[config.mk]
export PLATFORM = sky130hd
export DESIGN_NAME = universal_shift_register
export DESIGN_NICKNAME = d
export VERILOG_FILES = /design/src/rtl/usr_pkg.sv /design/src/rtl/usr_mode_decode.sv /design/src/rtl/universal_shift_register.sv
export SDC_FILE = /design/constraint.sdc
export NUM_CORES = 1
export LEC_CHECK = 0
export BUFFER_PORTS_ARGS = -buffer_cell sky130_fd_sc_hd__buf_4
export CAP_MARGIN = 20
export CORE_AREA = 2 2 39 41
export CTS_BUF_LIST = sky130_fd_sc_hd__clkbuf_8
export DETAILED_ROUTE_END_ITERATION = 8
export DIE_AREA = 0 0 41 43
export REMOVE_ABC_BUFFERS = 1
export SLEW_MARGIN = 20
export SYNTH_ARGS = -nofsm -noshare
export SYNTH_HDL_FRONTEND = slang
export SYNTH_SLANG_ARGS = --single-unit
[constraint.sdc]
create_clock -name clk -period 0.83 [get_ports clk]
set_input_delay 0.166 -clock clk [delete_from_list [all_inputs] [get_ports clk]]
set_output_delay 0.166 -clock clk [all_outputs]
set_load 0.005 [all_outputs]
[src/rtl/usr_pkg.sv]
// Shared types and constants for the universal shift register.
// Build option USR_ROTATE_EN (used by the top level) turns fill-shifts into rotates.
package usr_pkg;

    localparam int USR_DEFAULT_WIDTH = 4;

    typedef enum logic [1:0] {
        USR_HOLD = 2'd0,
        USR_LOAD = 2'd1,
        USR_SHL  = 2'd2,
        USR_SHR  = 2'd3
    } usr_mode_t;

endpackage

[src/rtl/usr_mode_decode.sv]
// Combinational priority encoder for the shift register controls:
// load beats shift-left, which beats shift-right; nothing asserted means hold.
module usr_mode_decode
    import usr_pkg::*;
(
    input  logic      load_i,
    input  logic      shl_i,
    input  logic      shr_i,
    output usr_mode_t mode_o
);

    always_comb begin
        mode_o = USR_HOLD;
        if (load_i) begin
            mode_o = USR_LOAD;
        end else if (shl_i) begin
            mode_o = USR_SHL;
        end else if (shr_i) begin
            mode_o = USR_SHR;
        end
    end

endmodule

[src/rtl/universal_shift_register.sv]
// Parallel-load, bidirectional shift register with synchronous reset.
// Define USR_ROTATE_EN to make shifts rotate instead of filling from d.
module universal_shift_register
    import usr_pkg::*;
#(
    parameter int WIDTH = USR_DEFAULT_WIDTH
) (
    input  logic             clk,
    input  logic             reset,
    input  logic [WIDTH-1:0] d,
    input  logic             load,
    input  logic             shiftLeft,
    input  logic             shiftRight,
    output logic [WIDTH-1:0] q
);

    usr_mode_t        mode;
    logic [WIDTH-1:0] q_q;
    logic [WIDTH-1:0] q_d;

    usr_mode_decode u_decode (
        .load_i (load),
        .shl_i  (shiftLeft),
        .shr_i  (shiftRight),
        .mode_o (mode)
    );

    always_comb begin
        q_d = q_q;
        case (mode)
            USR_LOAD: q_d = d;
`ifdef USR_ROTATE_EN
            USR_SHL:  q_d = {q_q[WIDTH-2:0], q_q[WIDTH-1]};
            USR_SHR:  q_d = {q_q[0], q_q[WIDTH-1:1]};
`else
            // Shifts pull the vacated bit from the matching end of d.
            USR_SHL:  q_d = {q_q[WIDTH-2:0], d[0]};
            USR_SHR:  q_d = {d[WIDTH-1], q_q[WIDTH-1:1]};
`endif
            default:  q_d = q_q;
        endcase
    end

    always_ff @(posedge clk) begin
        if (reset) begin
            q_q <= '0;
        end else begin
            q_q <= q_d;
        end
    end

    assign q = q_q;

endmodule

======== After elaboration in Yosys (flattened, before gate mapping) ========
Index checks and enable logic that the tools add are counted.
word-level totals
  register bits after elaboration ......... 4
  bits of input ports ..................... 9
  word-level logic and storage cells ...... 9
operators by class
  eq/ne operators ......................... 3
  multiplexer cells ....................... 4
  reductions and logical operators ........ 1
operator list
  kind                                                                    count
  4-bit one-hot mux with 3 select lines                                   1
  2-bit 2-to-1 mux                                                        3
  2-bit equality test (second input constant)                             2
  3-bit nonzero test                                                      1
  2-bit by 1-bit equality test with 1-bit output (second input constant)  1

======== Longest topological paths before layout ========
  word-level depth ........................ 5
  depth in mapped cells ................... 4
  gate-level depth less buffers ........... 3

======== Modules after synthesis ========
From an unflattened synthesis, not the netlist that was laid out.
unflattened totals
  cells, all modules ...................... 24
  area, all modules ....................... 235.2 µm²
by module, submodules not included
  module                    instances  cells an instance  area an instance (µm²)  seq. area each (µm²)
  universal_shift_register  1          20                 216.5                   80.1
  usr_mode_decode           1          4                  18.8                    0.0

======== Least setup slack after synthesis ========
No wires, ideal clock.
  path type ............................... flip-flop to flip-flop
  start point ............................. reg q_q[2] (netlist: q[2])
  end point ............................... reg q_q[3] (netlist: q[3])
  setup time .............................. 0.073 ns
  arrival ................................. 0.850 ns
  required time ........................... 0.757 ns
  path slack .............................. -0.093 ns
  stages on the path, launching flop included .. 4
  buffers on the path ..................... 0
  cells stage by stage .................... dfxtp_1 nor2_2 a211o_1 nor3_2
between the ends
  longest elaborated chain between the ends .. 1
RTL lines
  element                                line                            text
  start, declared                        universal_shift_register.sv:18  logic [WIDTH-1:0] q_q;
  start signal, assigned                 universal_shift_register.sv:48  q_q <= q_d;
  4-bit one-hot mux with 3 select lines  universal_shift_register.sv:30  case (mode)
No other way between the ends.
A chain may end at the register's enable or synchronous reset.

======== Final worst setup path ========
  start point ............................. reg q_q[2] (netlist: q[2])
  end point ............................... out q[2]
RTL lines
  element        line                            text
  end, declared  universal_shift_register.sv:14  output logic [WIDTH-1:0] q
No word-level cell between the ends.

==> metrics.md <==
| Metric | Value |
|---|---|
| Via count of the first global-routing pass | `303` |
| CTS tree | `built` |
| Fin crit period | `0.913 ns` |
| Worst r2r path cells | `3` |
| Ant diodes | `0` |
| DRC errors left | `0` |
| Total gr overflow | `0` |
| CTS sink count | `4` |
| DR WL met3 | `45 um` |
| Register area share after synthesis | `35.2%` |
| WL per Instance | `~11 um` |
| Hold_sp | `reset` |
| Core ar. | `around 0.0014 mm^2` |
| # IOs | `13` |
| Crit path max fanout | `3` |
| CP startpoint | `q[2]$_SDFFE_PP0P_` |
| Detailed placement HPWL | `507 um` |
| YS warnings | `0` |
| Yosys cell types | `15` |
| Worst Tran Pin Value | `roughly 0.21 ns` |
| Antenna viol nets, final | `0` |
| Layout fillers | `149` |
| Worst EP arrival | `0.75 ns` |
| R2r endpoint | `q[1]$_SDFFE_PP0P_` |
| Top Layer Used | `met4` |
| Initial DRC Count | `5` |
| RSZ-0062 raised after global routing | `true` |
| Setup crit start kind | `flip-flop` |
| Initial core utilization | `approximately 16%` |
| Largest net degree at the start of global routing | `8` |
| Nets | `56` |
| PnR worst setup slack | `-0.0830 ns` |
| Reg2Reg Setup Slack | `0 ns` |
| Worst-Skew Late Latency | `0.22 ns` |
| Die area | `0.00176 mm^2` |
| Max_cap viols | `0` |
| Clk buf depth | `2` |
| Largest register FFs | `4` |
| Share of layout cells above drive strength 1 | `between 60 and 70%` |
| R2R Path Start | `q[2]$_SDFFE_PP0P_` |
| Setup-failing EPs final | `3` |
| First-pass GRT wire length | `1160 um` |
| Post-CTS Setup Inserts | `0` |
| Most frequent cells in the layout | `13 x buf_4, 5 x buf_6, 3 x mux2i_1, 3 x nor2_1, 3 x clkbuf_8` |
| M1 WL | `294 um` |
| Clock skew | `0.00352 ns` |
| Cell count after synthesis | `25` |
| Crit-path leading delay family | `flip-flops` |
| Avg Inst Size Synth | `9.11 um^2` |
| Total CTS buffers | `3` |
| Multi-input gate area | `151 um^2` |
| CP required | `0.66 ns` |
| Most frequent cell on the critical path | `buf_6` |
| CTS Hold Bufs | `0` |
| Clock slew at reported path FFs | `0.03 ns` |
| Via count | `268` |
| CP max-delay cell | `dfxtp_2` |
| DIE WIDTH | `between 40 and 50 um` |
| Mapped cell area | `228 um^2` |
| Tcrit/Tclk final | `110%` |
| Slew HR | `85.8%` |
| Hold depth | `3` |
| Total track usage | `~10%` |
| GP Congestion | `between 0.7 and 0.8` |
| Worst path buffer plus inverter count | `2` |
| P_leak | `0.205 nW` |
| Drt total wl | `662 um` |
| Final core occ | `33.0%` |
| Synthesis-to-finish area growth | `101%` |
| #FFs+latches synth | `4` |
| PD cells | `1720 mW/mm^2` |
| Worst-path cell chain | `buf_6, buf_6` |
| I/O Buffers | `12` |
| Most common cell after layout, fill and taps aside | `buf_4` |
| Hold Fails Final Rpt | `0` |
| H-tree depth | `1` |
| Root Driver | `clkbuf_8` |
| Sequential Area | `90.1 um^2` |
| Outcome | `complete, but fails checks` |
| Initial antenna violation count | `0` |
| Critical Path Max Stage Delay | `around 0.32 ns` |
| WHS Endpoint | `q[0]$_SDFFE_PP0P_` |
| Worst setup EP type | `primary output` |
| Routed vias/inst | `4.39` |
| Die height | `43 um` |
| Failing checks | `setup timing` |
| Critical path type | `reg -> out` |
| DR pass1 iterations | `4` |
| Row count | `14` |
| Worst min path class | `in -> reg` |
| F_max | `around 1100 MHz` |
| Worst VDD drop | `869 uV` |
| Metal2 WL | `293 um` |
| Max-slew violation count | `0` |
| Pre-CTS setup slack | `-0.104 ns` |
[routing by layer]
layer | vias to the layer above | GRT usage [%]
met4 | 0 | 10.0
met1 | 120 | 12.1
met2 | 10 | 13.8
met3 | 4 | 3.14
li1 | 134 | -
met5 | - | 0
[through the flow]
step / area [um^2] / hold slack, ns / cells / power, mW / setup TNS [ns]
floorplan: 216 / 0.239 / 24 / 0.263 / -0.0930
global placement: 372 / 0.456 / 58 / 0.358 / -0.262
detailed placement: 372 / 0.460 / 58 / 0.359 / -0.308
CTS: 443 / 0.224 / 61 / 0.797 / -0.125
global route: 457 / 0.238 / 61 / 0.840 / -0.304
finish: 457 / 0.227 / 61 / 0.786 / -0.0993
[area by class of cell]
cell class / count / area share, %
flip-flops and latches: 4 / 19.7
well taps: 16 / 4.38
clock buffers: 3 / 9.04
repair buffers: 18 / 33.7
multi-input cells: 20 / 33.2
[cell families after synthesis]
group	after synthesis	share of synthesized area, %
simple gates	13	31.9
buf+inv	1	4.94
flops	4	35.2
compound gates	4	14.8
mux	3	13.2
[synth_stat cells, drive strengths merged]
master / n / area share, %
nor4: 1 / 2.7
or3: 1 / 2.7
nor3b: 1 / 3.3
nor2: 4 / 7.7
mux2i: 3 / 13
dfxtp: 4 / 35
a211o: 1 / 3.8
and2b: 1 / 3.3
buf: 1 / 4.9
nand2: 2 / 3.3
o221ai: 2 / 7.7
nand3: 2 / 4.4
a211oi: 1 / 3.3
nor3: 1 / 4.4
[tightest hold or removal path: cells and delay by family]
kind | cells | cell delay (ns)
buffers and inverters | 2 | 0.20
AO/OA/AOI/OAI | 1 | 0.03
[worst max-delay path by stage]
stage,endpoint,depth (start not counted)
finish,q[2],2
global route,q[2],2
CTS,q[2],2
floorplan,q[3]$_SDFFE_PP0P_,3
global placement,q[3]$_SDFFE_PP0P_,4
detailed placement,q[2]$_SDFFE_PP0P_,3
[power by group]
group	total (mW)	switching, mW	internal, mW
clock	0.409	0.0998	0.309
sequential	0.225	0.0161	0.209
combinational	0.152	0.0557	0.0966
[what timing repair did]
| item | 4_1_cts | 5_1_grt |
|---|---|---|
| pin swaps | 4 | 1 |
| endpoints found under the setup margin | 7 | 7 |
| gates resized for setup | 10 | 3 |
No activity file was read; power rests on OpenSTA's default activity.
